File: config.mk
export PLATFORM = sky130hd
export DESIGN_NAME = lsu
export DESIGN_NICKNAME = d
export VERILOG_FILES = /design/src/rtl/rv32_pkg.sv /design/src/rtl/lsu_load_align.sv /design/src/rtl/lsu.sv
export SDC_FILE = /design/constraint.sdc
export NUM_CORES = 1
export LEC_CHECK = 0
export CORE_MARGIN = 4
export CORE_UTILIZATION = 46
export CTS_CLUSTER_SIZE = 16
export DETAILED_ROUTE_END_ITERATION = 8
export HOLD_SLACK_MARGIN = 0.02
export PLACE_DENSITY_LB_ADDON = 0.05
export SLEW_MARGIN = 40
export SYNTH_ARGS = -nofsm -noshare
export SYNTH_HDL_FRONTEND = slang
export SYNTH_HIERARCHICAL = 1
export SYNTH_SLANG_ARGS = --single-unit
File: constraint.sdc
create_clock -name clk -period 2.2 [get_ports clk]
set_input_delay 0.33 -clock clk [delete_from_list [all_inputs] [get_ports clk]]
set_output_delay 0.33 -clock clk [all_outputs]
set_load 0.1 [all_outputs]
File: src/rtl/rv32_pkg.sv
// Shared RV32 core types: LSU operation encoding, LSU FSM states and op classification helpers.
package rv32_pkg;

    localparam int unsigned XLEN = 32;

    typedef enum logic [3:0] {
        OpNone = 4'd0,
        OpLb   = 4'd1,
        OpLh   = 4'd2,
        OpLw   = 4'd3,
        OpLbu  = 4'd4,
        OpLhu  = 4'd5,
        OpSb   = 4'd6,
        OpSh   = 4'd7,
        OpSw   = 4'd8
    } lsu_op_t;

    typedef enum logic [1:0] {
        StIdle = 2'd0,
        StReq  = 2'd1,
        StWait = 2'd2
    } lsu_state_t;

    function automatic logic is_load(input lsu_op_t op);
        return op inside {OpLb, OpLh, OpLw, OpLbu, OpLhu};
    endfunction

    function automatic logic is_store(input lsu_op_t op);
        return op inside {OpSb, OpSh, OpSw};
    endfunction

    function automatic logic is_misaligned(input lsu_op_t op, input logic [1:0] offset);
        logic half_op;
        logic word_op;
        half_op = op inside {OpLh, OpLhu, OpSh};
        word_op = op inside {OpLw, OpSw};
        return (half_op && offset[0]) || (word_op && (offset != 2'b00));
    endfunction

endpackage

File: src/rtl/lsu_load_align.sv
// Picks the addressed byte/halfword out of a memory word and sign- or zero-extends it.
module lsu_load_align
    import rv32_pkg::*;
#(
    parameter int unsigned DATA_WIDTH = XLEN
) (
    input  lsu_op_t               op_i,
    input  logic [1:0]            offset_i,
    input  logic [DATA_WIDTH-1:0] rdata_i,
    output logic [DATA_WIDTH-1:0] data_o
);

    logic [7:0]  byte_sel;
    logic [15:0] half_sel;

    always_comb begin
        byte_sel = rdata_i[{offset_i, 3'b000} +: 8];
        half_sel = rdata_i[{offset_i[1], 4'b0000} +: 16];
        case (op_i)
            OpLb:    data_o = {{(DATA_WIDTH-8){byte_sel[7]}}, byte_sel};
            OpLbu:   data_o = {{(DATA_WIDTH-8){1'b0}}, byte_sel};
            OpLh:    data_o = {{(DATA_WIDTH-16){half_sel[15]}}, half_sel};
            OpLhu:   data_o = {{(DATA_WIDTH-16){1'b0}}, half_sel};
            default: data_o = rdata_i;
        endcase
    end

endmodule

File: src/rtl/lsu.sv
// Load/store unit: one outstanding data-memory access, NONE pass-through and misalignment trap.
module lsu
    import rv32_pkg::*;
#(
    parameter int unsigned DATA_WIDTH = XLEN,
    parameter int unsigned ADDR_WIDTH = 32
) (
    input  logic                  clk,
    input  logic                  rst,
    input  logic                  valid_i,
    input  lsu_op_t               mem_op_i,
    input  logic [DATA_WIDTH-1:0] addr_i,
    input  logic [DATA_WIDTH-1:0] store_data_i,
    input  logic [4:0]            rd_i,
    output logic                  ready_o,
    output logic                  dmem_req_o,
    output logic                  dmem_we_o,
    output logic [ADDR_WIDTH-1:0] dmem_addr_o,
    output logic [3:0]            dmem_be_o,
    output logic [DATA_WIDTH-1:0] dmem_wdata_o,
    input  logic                  dmem_gnt_i,
    input  logic                  dmem_rvalid_i,
    input  logic [DATA_WIDTH-1:0] dmem_rdata_i,
    output logic                  wb_valid_o,
    output logic [DATA_WIDTH-1:0] wb_data_o,
    output logic [4:0]            wb_rd_o,
    output logic                  misalign_o
);

    lsu_state_t            state_q;
    lsu_op_t               op_q;
    logic [1:0]            off_q;
    logic [4:0]            rd_q;
    logic [3:0]            be_new;
    logic [DATA_WIDTH-1:0] wdata_new;
    logic [DATA_WIDTH-1:0] load_data;

    // Lane steering for the incoming op; loads request the full word.
    always_comb begin
        case (mem_op_i)
            OpSb: begin
                be_new    = 4'b0001 << addr_i[1:0];
                wdata_new = {(DATA_WIDTH/8){store_data_i[7:0]}};
            end
            OpSh: begin
                be_new    = 4'b0011 << addr_i[1:0];
                wdata_new = {(DATA_WIDTH/16){store_data_i[15:0]}};
            end
            default: begin
                be_new    = 4'b1111;
                wdata_new = store_data_i;
            end
        endcase
    end

    lsu_load_align #(
        .DATA_WIDTH(DATA_WIDTH)
    ) u_load_align (
        .op_i    (op_q),
        .offset_i(off_q),
        .rdata_i (dmem_rdata_i),
        .data_o  (load_data)
    );

    always_ff @(posedge clk) begin
        if (!rst) begin
            state_q      <= StIdle;
            ready_o      <= 1'b1;
            dmem_req_o   <= 1'b0;
            dmem_we_o    <= 1'b0;
            dmem_addr_o  <= '0;
            dmem_be_o    <= '0;
            dmem_wdata_o <= '0;
            wb_valid_o   <= 1'b0;
            wb_data_o    <= '0;
            wb_rd_o      <= '0;
            misalign_o   <= 1'b0;
            op_q         <= OpNone;
            off_q        <= '0;
            rd_q         <= '0;
        end else begin
            wb_valid_o <= 1'b0;
            misalign_o <= 1'b0;
            case (state_q)
                StIdle: begin
                    if (valid_i && ready_o) begin
                        if (!is_load(mem_op_i) && !is_store(mem_op_i)) begin
                            wb_valid_o <= 1'b1;
                            wb_data_o  <= addr_i;
                            wb_rd_o    <= rd_i;
                        end else if (is_misaligned(mem_op_i, addr_i[1:0])) begin
                            misalign_o <= 1'b1;
                        end else begin
                            state_q      <= StReq;
                            ready_o      <= 1'b0;
                            dmem_req_o   <= 1'b1;
                            dmem_we_o    <= is_store(mem_op_i);
                            dmem_addr_o  <= {addr_i[ADDR_WIDTH-1:2], 2'b00};
                            dmem_be_o    <= be_new;
                            dmem_wdata_o <= wdata_new;
                            op_q         <= mem_op_i;
                            off_q        <= addr_i[1:0];
                            rd_q         <= rd_i;
                        end
                    end
                end
                StReq: begin
                    if (dmem_gnt_i) begin
                        dmem_req_o <= 1'b0;
                        dmem_we_o  <= 1'b0;
                        if (is_store(op_q)) begin
                            state_q <= StIdle;
                            ready_o <= 1'b1;
                        end else begin
                            state_q <= StWait;
                        end
                    end
                end
                StWait: begin
                    if (dmem_rvalid_i) begin
                        state_q    <= StIdle;
                        ready_o    <= 1'b1;
                        wb_valid_o <= 1'b1;
                        wb_data_o  <= load_data;
                        wb_rd_o    <= rd_q;
                    end
                end
                default: begin
                    state_q <= StIdle;
                    ready_o <= 1'b1;
                end
            endcase
        end
    end

endmodule

== Yosys cells after proc, flatten, opt, wreduce, memory -nomap -nowiden ==
Cells that the tools add are included.

* Flip-flop bits (word level): 121
* Logic and storage cells: 108
* Output and inout bits: 110
* Input port bits: 110

* Equality and inequality tests: 24
* Shift operators: 4
* Reduce and logical (&&, ||, !) cells: 22
* Mux-type cells: 39
* Bitwise gates (word level): 5

{| class="wikitable"
|+ Operators with widths
! kind !! number
|-
| $pmux 32 s2 || 2
|-
| $pmux 32 s4 || 1
|-
| $mux 32 || 3
|-
| $eq 4x3->1 const B || 8
|-
| $shiftx 32x6->16 || 1
|-
| $shiftx 32x6->8 || 1
|-
| $mux 1 || 17
|-
| $mux 5 || 3
|-
| $ne 2x2->1 const B || 7
|-
| $eq 4x2->1 const B || 3
|-
| $mux 2 || 6
|-
| $pmux 5 s2 || 1
|-
| $reduce_and 5->1 || 2
|-
| $reduce_bool 3->1 || 3
|-
| $eq 4x1->1 const B || 2
|-
| $eq 4x4->1 const B || 2
|-
| $pmux 4 s2 || 1
|-
| $reduce_and 4->1 || 2
|-
| $reduce_bool 2->1 || 4
|-
| $pmux 1 s2 || 3
|-
| $pmux 2 s3 || 1
|-
| $reduce_and 6->1 || 1
|-
| $not 1->1 || 5
|-
| $reduce_bool 5->1 || 1
|-
| 10 further kinds || 14
|}

== Longest topological paths before layout ==
Gate-level depths: netlist of run 1.

* Word-level depth: 8
* Mapped depth: 10
* Gate-level depth less buffers: 7

== Cells and area by module ==
The synthesis of run 1 kept the hierarchy.

{| class="wikitable"
|+ By module, submodules not included
! module !! times used !! area each (um^2) !! seq. area each (um^2) !! cells an instance
|-
| lsu || 1 || 5551.6 || 2422.3 || 613
|-
| lsu_load_align || 1 || 760.7 || 0.0 || 98
|}

== Least setup slack after synthesis of run 1 ==
No wires, ideal clock.

* Path kind: register -> register
* From: register ready_o
* To: register dmem_addr_o[17]
* Buffers on the path: 3
* Library setup time: 0.072 ns
* Period minus slack after synthesis: 2.265 ns
* Data required time: 2.128 ns
* Cell stages (with the launch flop): 8
* Slack: -0.065 ns
* Data arrival time: 2.193 ns
* Path through: dfxtp_1 > nand3b_1 > nor4_4 > and3_1 > buf_4 > buf_6 > buf_8 > mux2i_1

* Longest elaborated chain between the ends: 2

{| class="wikitable"
|+ Ends and longest elaborated chain
! element !! RTL line !! RTL
|-
| start, declared || lsu.sv:15 || <nowiki>output logic ready_o,</nowiki>
|-
| start signal, assigned || lsu.sv:68 || <nowiki>ready_o <= 1'b1;</nowiki>
|-
| start signal, assigned || lsu.sv:95 || <nowiki>ready_o <= 1'b0;</nowiki>
|-
| start signal, assigned || lsu.sv:113 || <nowiki>ready_o <= 1'b1;</nowiki>
|-
| $logic_and 1x1->1 || lsu.sv:86 || <nowiki>if (valid_i && ready_o) begin</nowiki>
|-
| $reduce_and 4->1 (no source line) || -- ||
|-
| end signal, assigned || lsu.sv:98 || <nowiki>dmem_addr_o <= {addr_i[ADDR_WIDTH-1:2], 2'b00};</nowiki>
|-
| end, declared || lsu.sv:18 || <nowiki>output logic [ADDR_WIDTH-1:0] dmem_addr_o,</nowiki>
|}

Every way passes these cells.
A chain may end at the register's enable or synchronous reset.

== Worst setup path after layout of run 1 ==
* From: register op_q[2]
* To: register wb_data_o[5]

* Longest elaborated chain between the ends: 4
* Elaborated cells on any way between the ends: 7
* Classes of those cells: 4 x eq/ne; 3 x mux

{| class="wikitable"
|+ Ends and longest elaborated chain
! element !! RTL line !! RTL
|-
| start, declared || lsu.sv:31 || <nowiki>lsu_op_t op_q;</nowiki>
|-
| start signal, assigned || lsu.sv:78 || <nowiki>op_q <= OpNone;</nowiki>
|-
| start signal, assigned || lsu.sv:101 || <nowiki>op_q <= mem_op_i;</nowiki>
|-
| $eq 4x3->1, or another cell as far along || lsu_load_align.sv:19 || <nowiki>case (op_i)</nowiki>
|-
| $pmux 32 s4 (*) || lsu_load_align.sv:19 ||
|-
| net load_data[5] || lsu.sv:36 || <nowiki>logic [DATA_WIDTH-1:0] load_data;</nowiki>
|-
| $mux 32 (*) || lsu.sv:120 || <nowiki>if (dmem_rvalid_i) begin</nowiki>
|-
| $pmux 32 s2 (*) || lsu.sv:84 || <nowiki>case (state_q)</nowiki>
|-
| end signal, assigned || lsu.sv:89 || <nowiki>wb_data_o <= addr_i;</nowiki>
|-
| end signal, assigned || lsu.sv:124 || <nowiki>wb_data_o <= load_data;</nowiki>
|-
| end, declared || lsu.sv:25 || <nowiki>output logic [DATA_WIDTH-1:0] wb_data_o,</nowiki>
|}

The timed path passes the listed nets; every way through them passes the cells marked *. The select of a mux whose other input is x is not followed.

==> impl_metrics.csv, run 1 <==
group,metric,value,unit
die,fp.dieH,125.1,um
timing,hold_viol_final,0,
grt,grt_pass1_wl,32010,um
min_path,hold_path_end,"state_q[0]$_SDFFE_PN0P_",
setup_path,worst_setup_path_end_kind,"flip-flop",
min_path,hold_path.class,"in -> reg",
die,top_level_ports,220,
yosys,synth_edf_count,0,
routing,drt-wirelength-per-cell,18.01,um
pwr,share_clk_of_total_power,0.357,
placement,place_congestion,0.8811,
grt,grt_antenna_before_repair,1,
cts,cts_sink_cnt,121,
yosys,ys_warn_count,6,
routing,postRouteWirelength,19990,um
cells_and_area,fill_cells,1109,
die,core-area,13350,um2
yosys,number_of_library_cell_types_mapped_by_synthesis,56,
timing,report.final.setup_viol,0,
pwr,post-layout-total-power,0.008129,W
cts,post_cts_setup_repair_buffer_count,0,
timing,unrepaired_setup_endpoints_after_global_routing,"no",
yosys,synth_seq_area_share,0.3837,
timing,clock-skew-final,0.007633,ns
setup_path,timing.reg2reg.worst_path_depth,7,
yosys,ys_seq_elements,121,
setup_path,arrival,2.36,ns
pwr,power.share.switching,0.3867,
cts,cts-root-to-sink-buffers,2,
placement,place_hpwl,14770,um
pwr,internal-power,0.004985,W
cts,ctsResizeCount,0,
routing,drc,0,
cells_and_area,flow.area_growth_from_synthesis,43.90,%
setup_path,required,2.51,ns
min_path,worstHoldPathCells,3,
timing,setup_tns,0,ns
grt,largest_net_degree_at_the_start_of_global_routing,99,
routing,ant_nets,0,
flow_run,cap_violations,0,
cts,cts-root-buf,"clkbuf_16",
yosys,synthDominantCellAreaShare,0.3837,
yosys,netlist_instances,711,
grt,grt.overflow.total,0,
die,starting_density_of_the_core,0.4729,
setup_path,path_class,"reg -> reg",
die,design.die.area,15660,um2
cts,cts.hold.buffers_added,0,
setup_path,regToRegStartpoint,"op_q[2]$_SDFFE_PN0P_",
yosys,post_synthesis_async_set_or_reset_flop_share,0,
timing,timing.fmax,486.5,MHz
cells_and_area,sequential_standard_cell_area,2425,um2
yosys,post_synth_instance_area,6312,um2
yosys,netlist_top_cells_area,"dfxtp_1 38%, mux2i_1 17%, nand2_1 10%",
timing,timing_max_transition_violations_final,0,
run_status,run_status,"finished clean",
timing,finalWorstPathRequiredPeriod,2.056,ns
die,rows,42,
cts,number_of_cts_inserted_buffers,17,
pwr,total_net_switching_power,0.003144,W
pwr,power.sequential.fraction,0.309,
min_path,worstHoldStart,"rst",
timing,final_min_period_over_clock_period,0.9344,
setup_path,reg2reg_setup_slack,0.14,ns
timing,hold-worst-slack,0.2513,ns
setup_path,crit_path_max_fanout,31,
cells_and_area,final-instance-count-excl-fill,1110,
cts,clock_tree.htree_level_count,4,
cells_and_area,final_nets,1030,
grt,grt_pass1_vias,6199,
setup_path,r2r-end,"wb_data_o[5]$_SDFFE_PN0P_",
routing,route.detailed.vias_per_inst,5.563,
routing,1st_pass_router_iterations,5,
grt,gr-usage-all-layers,0.2503,
routing,dr_total_vias,6175,
yosys,syn_avg_cell_area,8.878,um2
pwr,ir_worst_vdd,0.5314,mV
pwr,pwr-share-comb,0.334,
cts,cts_clk_pin_slew_worst_paths,0.06,ns
placement,port_buffers,217,
routing,initialDrtViolationCount,483,
cells_and_area,fraction_of_final_layout_cells_sized_beyond_drive_strength_1,0.2090,
yosys,synth-main-ff-cell,"dfxtp_1",
placement,placedCellCount,1077,
pwr,total_leakage_power,4.139,nW
cts,tritoncts,"built",
die,die_width,125.1,um
timing,max_transition_margin,0.6144,
yosys,post-synth-top-area-cell,"dfxtp_1",
cts,clock_latency,0.42,ns
cells_and_area,multi_input_area,3503,um2
pwr,pwr_density_cell,894.9,nW/um2
timing,worst_slew_pin_slew,0.5784,ns
setup_path,critical_path.startpoint_type,"flip-flop",
synth_stat cells, types with 2 or more instances:
library cell,count
o21ai_0,43
nor4_4,2
o21a_1,2
a311oi_1,10
mux2i_1,109
a32oi_1,9
a31oi_1,12
nor3_1,4
a22oi_1,9
clkbuf_1,33
o211a_1,37
nand2_1,171
nand2b_1,9
a21o_1,18
dfxtp_1,121
a21boi_1,7
o221ai_1,8
buf_8,2
inv_1,6
nand3_1,5
buf_1,5
buf_4,7
o211ai_1,2
nor4bb_1,2
nand3b_1,3
buf_2,16
and3b_1,3
nor2_1,7
o21ai_1,7
nor2b_1,8
buf_6,6
a21oi_1,4
registers in the layout, indices dropped and copies added, names as in the netlist, 2 cells and up:
name,count
wb_rd_o,5
dmem_be_o,4
rd_q,5
off_q,2
dmem_wdata_o,32
dmem_addr_o,30
op_q,4
state_q,2
wb_data_o,32
per-layer routing:
layer | routed length (um) | track usage
met1 | 8094 | 0.2952
met4 | 462 | 0.09120
met5 | 0 | 0
met2 | 9871 | 0.4293
met3 | 1561 | 0.07761
cells by family (layout without fill, tap and decap cells):
kind of cell	after synthesis	count (layout)	share of synthesized area
xor+xnor	1	1	0.001388
buf+inv	75	296	0.06264
simple gates	226	226	0.1643
mux	111	111	0.1782
other cells	1	3	0.0005941
compound gates	176	176	0.2091
flops	121	121	0.3837
layout by cell type, fill, tap and decap left out, drive strengths merged, types with 2 or more instances in the layout:
master	n
a31oi	12
a22oi	9
bufinv	3
a32oi	9
inv	12
mux2i	109
clkdlybuf4s50	108
buf	150
nand2b	9
nor2	7
a21o	18
o211a	37
conb	2
nor4	3
nand2	172
and3b	3
clkinvlp	4
nor3	4
a311oi	11
o21ai	51
o221ai	8
nand3b	3
o211ai	2
nor2b	8
clkbuf	17
o21a	2
dfxtp	121
clkinv	2
nor4b	2
a21oi	5
nor4bb	2
a21boi	8
nand3	5
layout make-up:
type / instances / share of cell area
Antenna cell: 1 / 0.0002755
Clock buffer: 17 / 0.04683
Clock inverter: 15 / 0.02094
Inverter: 6 / 0.002479
Multi-Input combinational cell: 516 / 0.3857
Sequential cell: 121 / 0.2669
Tap cell: 176 / 0.02424
Timing Repair Buffer: 258 / 0.2526
through the flow:
stage	worst slack (ns)	util	instance area, um2
after floorplan	0.2790	-	6317
after global placement	-0.09828	0.6342	8466
after detailed placement	-0.2078	0.6342	8466
after CTS	0.1699	0.6804	9081
after global routing	0.007803	0.6805	9084
final	0.1444	0.6805	9084
critical path: stages, from the launching register on:
cell      delay (ns)
dfxtp_1         0.54
nor3_1          0.12
or3_4           0.54
nand2_1         0.13
o221ai_1        0.20
mux2i_1         0.18
o21ai_0         0.09
o211a_1         0.14
how the worst max path moves through the flow:
stage / start / to / slack [ns] / cells after the start
after floorplan: mem_op_i[1] / dmem_addr_o[17]$_SDFFE_PN0P_ / 0.28 / 8
after global placement: mem_op_i[0] / dmem_wdata_o[26]$_SDFFE_PN0P_ / -0.1 / 7
after detailed placement: mem_op_i[3] / dmem_wdata_o[28]$_SDFFE_PN0P_ / -0.21 / 7
after CTS: op_q[2]$_SDFFE_PN0P_ / wb_data_o[7]$_SDFFE_PN0P_ / 0.17 / 7
after global routing: op_q[2]$_SDFFE_PN0P_ / wb_data_o[5]$_SDFFE_PN0P_ / 0.008 / 7
final: op_q[2]$_SDFFE_PN0P_ / wb_data_o[5]$_SDFFE_PN0P_ / 0.14 / 7
power groups by stage:
stage | Clock [W] | Combinational, W | Sequential, W
6_report | 0.00291 | 0.00271 | 0.00251
5_1_grt | 0.00306 | 0.00283 | 0.00254
4_1_cts | 0.00295 | 0.00272 | 0.00251
3_5_place_dp | 0 | 0.00271 | 0.00256
3_3_place_gp | 0 | 0.00268 | 0.00255
2_1_floorplan | 0 | 0.000746 | 0.00378
Power figures use the tool's default switching activity.
==> run 2: changes to the inputs <==
CORE_MARGIN = 5   (was 4)
CORE_UTILIZATION = 44   (was 46)
SYNTH_HIERARCHICAL = default   (was 1)
==> impl_metrics.csv, run 2 <==
group,metric,value,unit
grt,grt_antenna_before_repair,0,
timing,finalWorstPathRequiredPeriod,1.993,ns
setup_path,arrival,2.30,ns
timing,timing_max_transition_violations_final,0,
yosys,post_synthesis_async_set_or_reset_flop_share,0,
grt,gr-usage-all-layers,0.2420,
routing,drt-wirelength-per-cell,17.81,um
pwr,pwr_density_cell,824.8,nW/um2
cts,cts-root-to-sink-buffers,2,
cells_and_area,final_design_area_no_fill,8568,um2
cts,clock_latency,0.41,ns
cells_and_area,fraction_of_final_layout_cells_sized_beyond_drive_strength_1,0.2432,
cells_and_area,inserted_diodes,0,
die,design.die.area,15380,um2
yosys,netlist_instances,667,
min_path,hold_path.class,"in -> reg",
yosys,ys_warn_count,0,
routing,postRouteWirelength,18880,um
cts,post_cts_setup_repair_buffer_count,0,
flow_run,cap_violations,0,
timing,timing.fmax,501.7,MHz
grt,largest_net_degree_at_the_start_of_global_routing,81,
cells_and_area,most_common_cell_after_layout_fill_and_taps_aside,"buf_4",
setup_path,critical_path.max_stage_delay,0.50,ns
setup_path,crit_path_max_fanout,23,
cts,cts_sink_cnt,121,
timing,final_min_period_over_clock_period,0.9060,
timing,report.final.setup_viol,0,
cts,ctsResizeCount,0,
routing,drc,0,
setup_path,critical-path-top-delay-family,"compound AO/OA/AOI/OAI gates",
routing,initialDrtViolationCount,383,
routing,dr_total_vias,5894,
pwr,ir_worst_vdd,0.4974,mV
timing,unrepaired_setup_endpoints_after_global_routing,"no",
routing,1st_pass_router_iterations,5,
cells_and_area,flow.area_growth_from_synthesis,49.81,%
routing,ant_nets,0,
placement,port_buffers,217,
setup_path,worst_setup_path_end_kind,"flip-flop",
routing,dr.max_layer_used,"met4",
cells_and_area,final-instance-count-excl-fill,1060,
cells_and_area,layout.cells.most_common_list,"141 x buf_4, 120 x dfxtp_1, 108 x clkdlybuf4s50_1, 86 x nand2_1, 76 x o21ai_0",
yosys,post_synth_instance_area,5719,um2
routing,drt-met1-wl,7901,um
yosys,number_of_library_cell_types_mapped_by_synthesis,55,
routing,met2_length,9151,um
yosys,synthDominantCellAreaShare,0.4235,
yosys,post-synth-top-area-cell,"dfxtp_1",
routing,route.detailed.vias_per_inst,5.560,
routing,met3_wirelength,1561,um
die,die_width,124.0,um
timing,setup_tns,0,ns
run_status,run_status,"finished clean",
setup_path,required,2.50,ns
setup_path,critical_path.startpoint_type,"flip-flop",
cts,cts.hold.buffers_added,0,
placement,place_congestion,0.9013,
yosys,synth-main-ff-cell,"dfxtp_1",
timing,max_transition_margin,0.6202,
yosys,synth_seq_area_share,0.4235,
setup_path,reg2reg_setup_slack,0.21,ns
die,core-area,12670,um2
yosys,ys_seq_elements,121,
placement,worst_setup_slack_post_dpl,-0.1279,ns
placement,place_hpwl,14130,um
cts,number_of_cts_inserted_buffers,17,
cts,cts-root-buf,"clkbuf_16",
timing,worst_slew_pin_slew,0.5684,ns
cts,clock_tree.htree_level_count,4,
setup_path,critical_path.n_buffers_inverters,0,
placement,placedCellCount,1029,
placement,placement.cell_area,7995,um2
grt,grt_pass1_wl,29120,um
cells_and_area,largest_registers,"dmem_wdata_o x32, wb_data_o x32, dmem_addr_o x30",
die,starting_density_of_the_core,0.4514,
cells_and_area,final_nets,986,
setup_path,path_class,"reg -> reg",
die,top_level_ports,220,
timing,clock-skew-final,0.008888,ns
cts,cts_clk_pin_slew_worst_paths,0.06,ns
pwr,total_leakage_power,3.242,nW
die,fp.dieH,124.0,um
yosys,syn_avg_cell_area,8.575,um2
timing,hold_viol_final,0,
yosys,ranking_of_synthesized_cells_by_instance_count,"121 x dfxtp_1, 86 x nand2_1, 76 x o21ai_0, 50 x nand3_1, 38 x clkbuf_1",
die,rows,41,
grt,grt.overflow.total,0,
setup_path,cp_cell_sequence,"or2_1, a21oi_4, a22oi_1, o2111a_1, nor4_1",
yosys,synth_edf_count,0,
cells_and_area,fin_util,0.6762,
setup_path,critPathSlowestCell,"a21oi_4",
cts,tritoncts,"built",
yosys,netlist_top_cells_area,"dfxtp_1 42%, o21ai_0 6.7%, nand2_1 5.6%",
timing,layout_setup_ws,0.2068,ns
yosys,synth_most_common_cell,"dfxtp_1",
grt,grt_pass1_vias,5672,
[run 2: cell types whose count changed in the layout (fill, tap and decap cells not counted), moves of 17 or more]
cell	change
mux2i_1	-81
a21o_1	-17
o211a_1	-35
o21ai_0	+33
nor2_1	+24
a21oi_1	+19
nand3_1	+45
nand2_1	-85
[run 2: worst paths after layout]
check,startpoint,to,cells after the start
hold / removal,rst,off_q[1]$_SDFFE_PN0P_,3
setup reg to reg,op_q[0]$_SDFFE_PN0P_,wb_data_o[4]$_SDFFE_PN0P_,5
hold reg to reg,dmem_addr_o[2]$_SDFFE_PN0P_,dmem_addr_o[2]$_SDFFE_PN0P_,2
setup / recovery,op_q[0]$_SDFFE_PN0P_,wb_data_o[4]$_SDFFE_PN0P_,5
[run 2: area by class of cell]
cell class | count | area (um2)
Sequential cell | 121 | 2424
Multi-Input combinational cell | 470 | 2975
Fill cell | 1011 | 4103
Timing Repair Buffer | 261 | 2380
Clock inverter | 12 | 102.6
Clock buffer | 19 | 452.9
Tap cell | 172 | 215.2
Inverter | 5 | 18.77
[run 2: worst reg2reg max path, cell delays in order (launching register included)]
cell	delay [ns]
dfxtp_1	0.39
or2_1	0.34
a21oi_4	0.50
a22oi_1	0.19
o2111a_1	0.19
nor4_1	0.28
[run 2: metal layers]
| layer | global-route usage | vias to the layer above |
|---|---|---|
| met5 | 0 | - |
| met4 | 0.06845 | 0 |
| met3 | 0.06721 | 21 |
| met2 | 0.4157 | 231 |
| met1 | 0.2969 | 2752 |
| li1 | - | 2890 |
[run 2: logic make-up after synthesis]
kind of cell    synth area share
compound gates            0.2684
xor+xnor                0.001532
buf+inv                  0.06476
flops                     0.4235
mux                      0.06869
other cells            0.0006557
simple gates              0.1724
[run 2: power by group]
group	internal, W	total, W	switching, W
sequential	0.00234	0.00243	0.0000918
clock	0.00160	0.00261	0.00101
combinational	0.000595	0.00203	0.00144
[run 2: through the flow]
stage	hold WS, ns	total power [W]
6_report	0.2657	0.007067
5_1_grt	0.2694	0.007314
4_1_cts	0.2577	0.007089
3_5_place_dp	0.4523	0.004496
2_1_floorplan	0.4281	0.003858
3_3_place_gp	0.4385	0.004471
==> run 3: changes to the inputs <==
ABC_CLOCK_PERIOD_IN_PS = 2200   (was default)
==> results of run 3 <==
Same layout as run 2: the final DEF is identical, and so are final timing and power.
==> RTL change (flow settings as in run 1) <==
The 3 states of `lsu_state_t` get a one-hot encoding in 3 bits.
--- a/src/rtl/rv32_pkg.sv
+++ b/src/rtl/rv32_pkg.sv
@@ -16,8 +16,8 @@
     } lsu_op_t;
 
-    typedef enum logic [1:0] {
-        StIdle = 2'd0,
-        StReq  = 2'd1,
-        StWait = 2'd2
+    typedef enum logic [2:0] {
+        StIdle = 3'b001,
+        StReq  = 3'b010,
+        StWait = 3'b100
     } lsu_state_t;
 
Formal check against the unedited RTL: no difference found for any inputs over 4 cycles, from zero or initial values and one cycle with rst low; so few cycles prove little.
==> RTL change against run 1 <==
Area after synthesis down 4.5%; setup slack lost 0.036 ns; sequential cell count is 1 higher; sequential share of layout area rose by 1.2 points; largest cell class unchanged; first-iteration DRC count grew 17%; wire length is 0.15% higher; final area decreased by 3.6%; critical endpoint is now dmem_wdata_o[16]$_SDFFE_PN0P_; via count increased by 2.4%; synthesized cell count grew 5.9%; worst hold slack improved by 0.20 ns; power increased by 2.5%; count of clock-buffer cells in the layout increased by 2.
==> RTL change: results (changes against run 1) <==
SYNTHMUXAREASHARE_PCT=4.398  # was 17.82%
HOLD_PATH_DEPTH=2  # was 3
GRT_ANTENNA_BEFORE_REPAIR=0  # was 1
WORSTSETUPSTARTPOINT='mem_op_i[2]'  # was op_q[2]$_SDFFE_PN0P_
GRT_MET3_USE_PCT=6.682  # was 7.761%
ROUTED_WIRE_LENGTH_PER_INSTANCE_UM=17.55  # was 18.01 um
DIE_X_UM=122.5  # was 125.1 um
MET2_WIRELENGTH_UM=9507  # was 9871 um
WORST-R2R-CELL-COUNT=6  # was 7
ANTENNA_CELLS=0  # was 1
REG2REG_SETUP_SLACK_NS=0.24  # was 0.14 ns
ROUTABILITYCONGESTION=0.9459  # was 0.8811
CLOCK_CELL_AREA_SHARE_PCT=6.798  # was 6.777%
N_FILL_CELL=1088  # was 1,109
MAX-VDD-IR-DROP_mV=0.5255  # was 0.5314 mV
R2R_PATH_START='op_q[0]$_SDFFE_PN0P_'  # was op_q[2]$_SDFFE_PN0P_
HOLD_SLACK_NS=0.4502  # was 0.2513 ns
CRIT_FANOUT=24  # was 31
STATUS='finished, final reports clean'  # unchanged
SLEW_HEADROOM_PCT=52.20  # was 61.44%
VIA_COUNT=6325  # was 6,175
HPWL_AFTER_DETAILED_PLACEMENT_UM=14660  # was 14,770 um
DRTPASS1ITERATIONS=6  # was 5
SHARE_OF_CELL_AREA_TAKEN_BY_MULTI_INPUT_LOGIC_GATES_PCT=36.69  # was 38.57%
TOTAL_MET3_WIRELENGTH_AFTER_DETAILED_ROUTING_UM=1550  # was 1561 um
SYNTH_SEQUENTIAL_AREA_RATIO_PCT=40.50  # was 38.37%
CRITICAL_PATH_ARRIVAL_NS=2.41  # was 2.36 ns
ENDPOINT='dmem_wdata_o[16]$_SDFFE_PN0P_'  # was wb_data_o[5]$_SDFFE_PN0P_
WIRE_LENGTH_OF_THE_FIRST_GLOBAL_ROUTING_PASS_UM=31280  # was 32,010 um
## RTL change: changes by cell type after synthesis, sizes merged, moves of 11 or more
cell / run 1 / this run
a311oi: 11 / 50
nand3: 5 / 56
a31oi: 12 / 1
nor2: 7 / 68
o211a: 37 / 3
nand2: 172 / 190
mux2i: 109 / 22
## RTL change: logic make-up after synthesis
kind of cell | after synthesis
buffers and inverters | 74
multiplexers | 25
XOR/XNOR | 1
other | 1
flip-flops | 122
AND/OR/NAND/NOR | 350
AO/OA/AOI/OAI | 180
## RTL change: worst max-delay path, stage by stage
cell and delay (ns):
sky130_fd_sc_hd__clkdlybuf4s50_1 0.55, sky130_fd_sc_hd__and4b_1 0.28, sky130_fd_sc_hd__a311oi_1 0.40, sky130_fd_sc_hd__o211a_4 0.34, sky130_fd_sc_hd__buf_12 0.19, sky130_fd_sc_hd__nor2_1 0.07
sky130_fd_sc_hd__a311oi_2 0.25
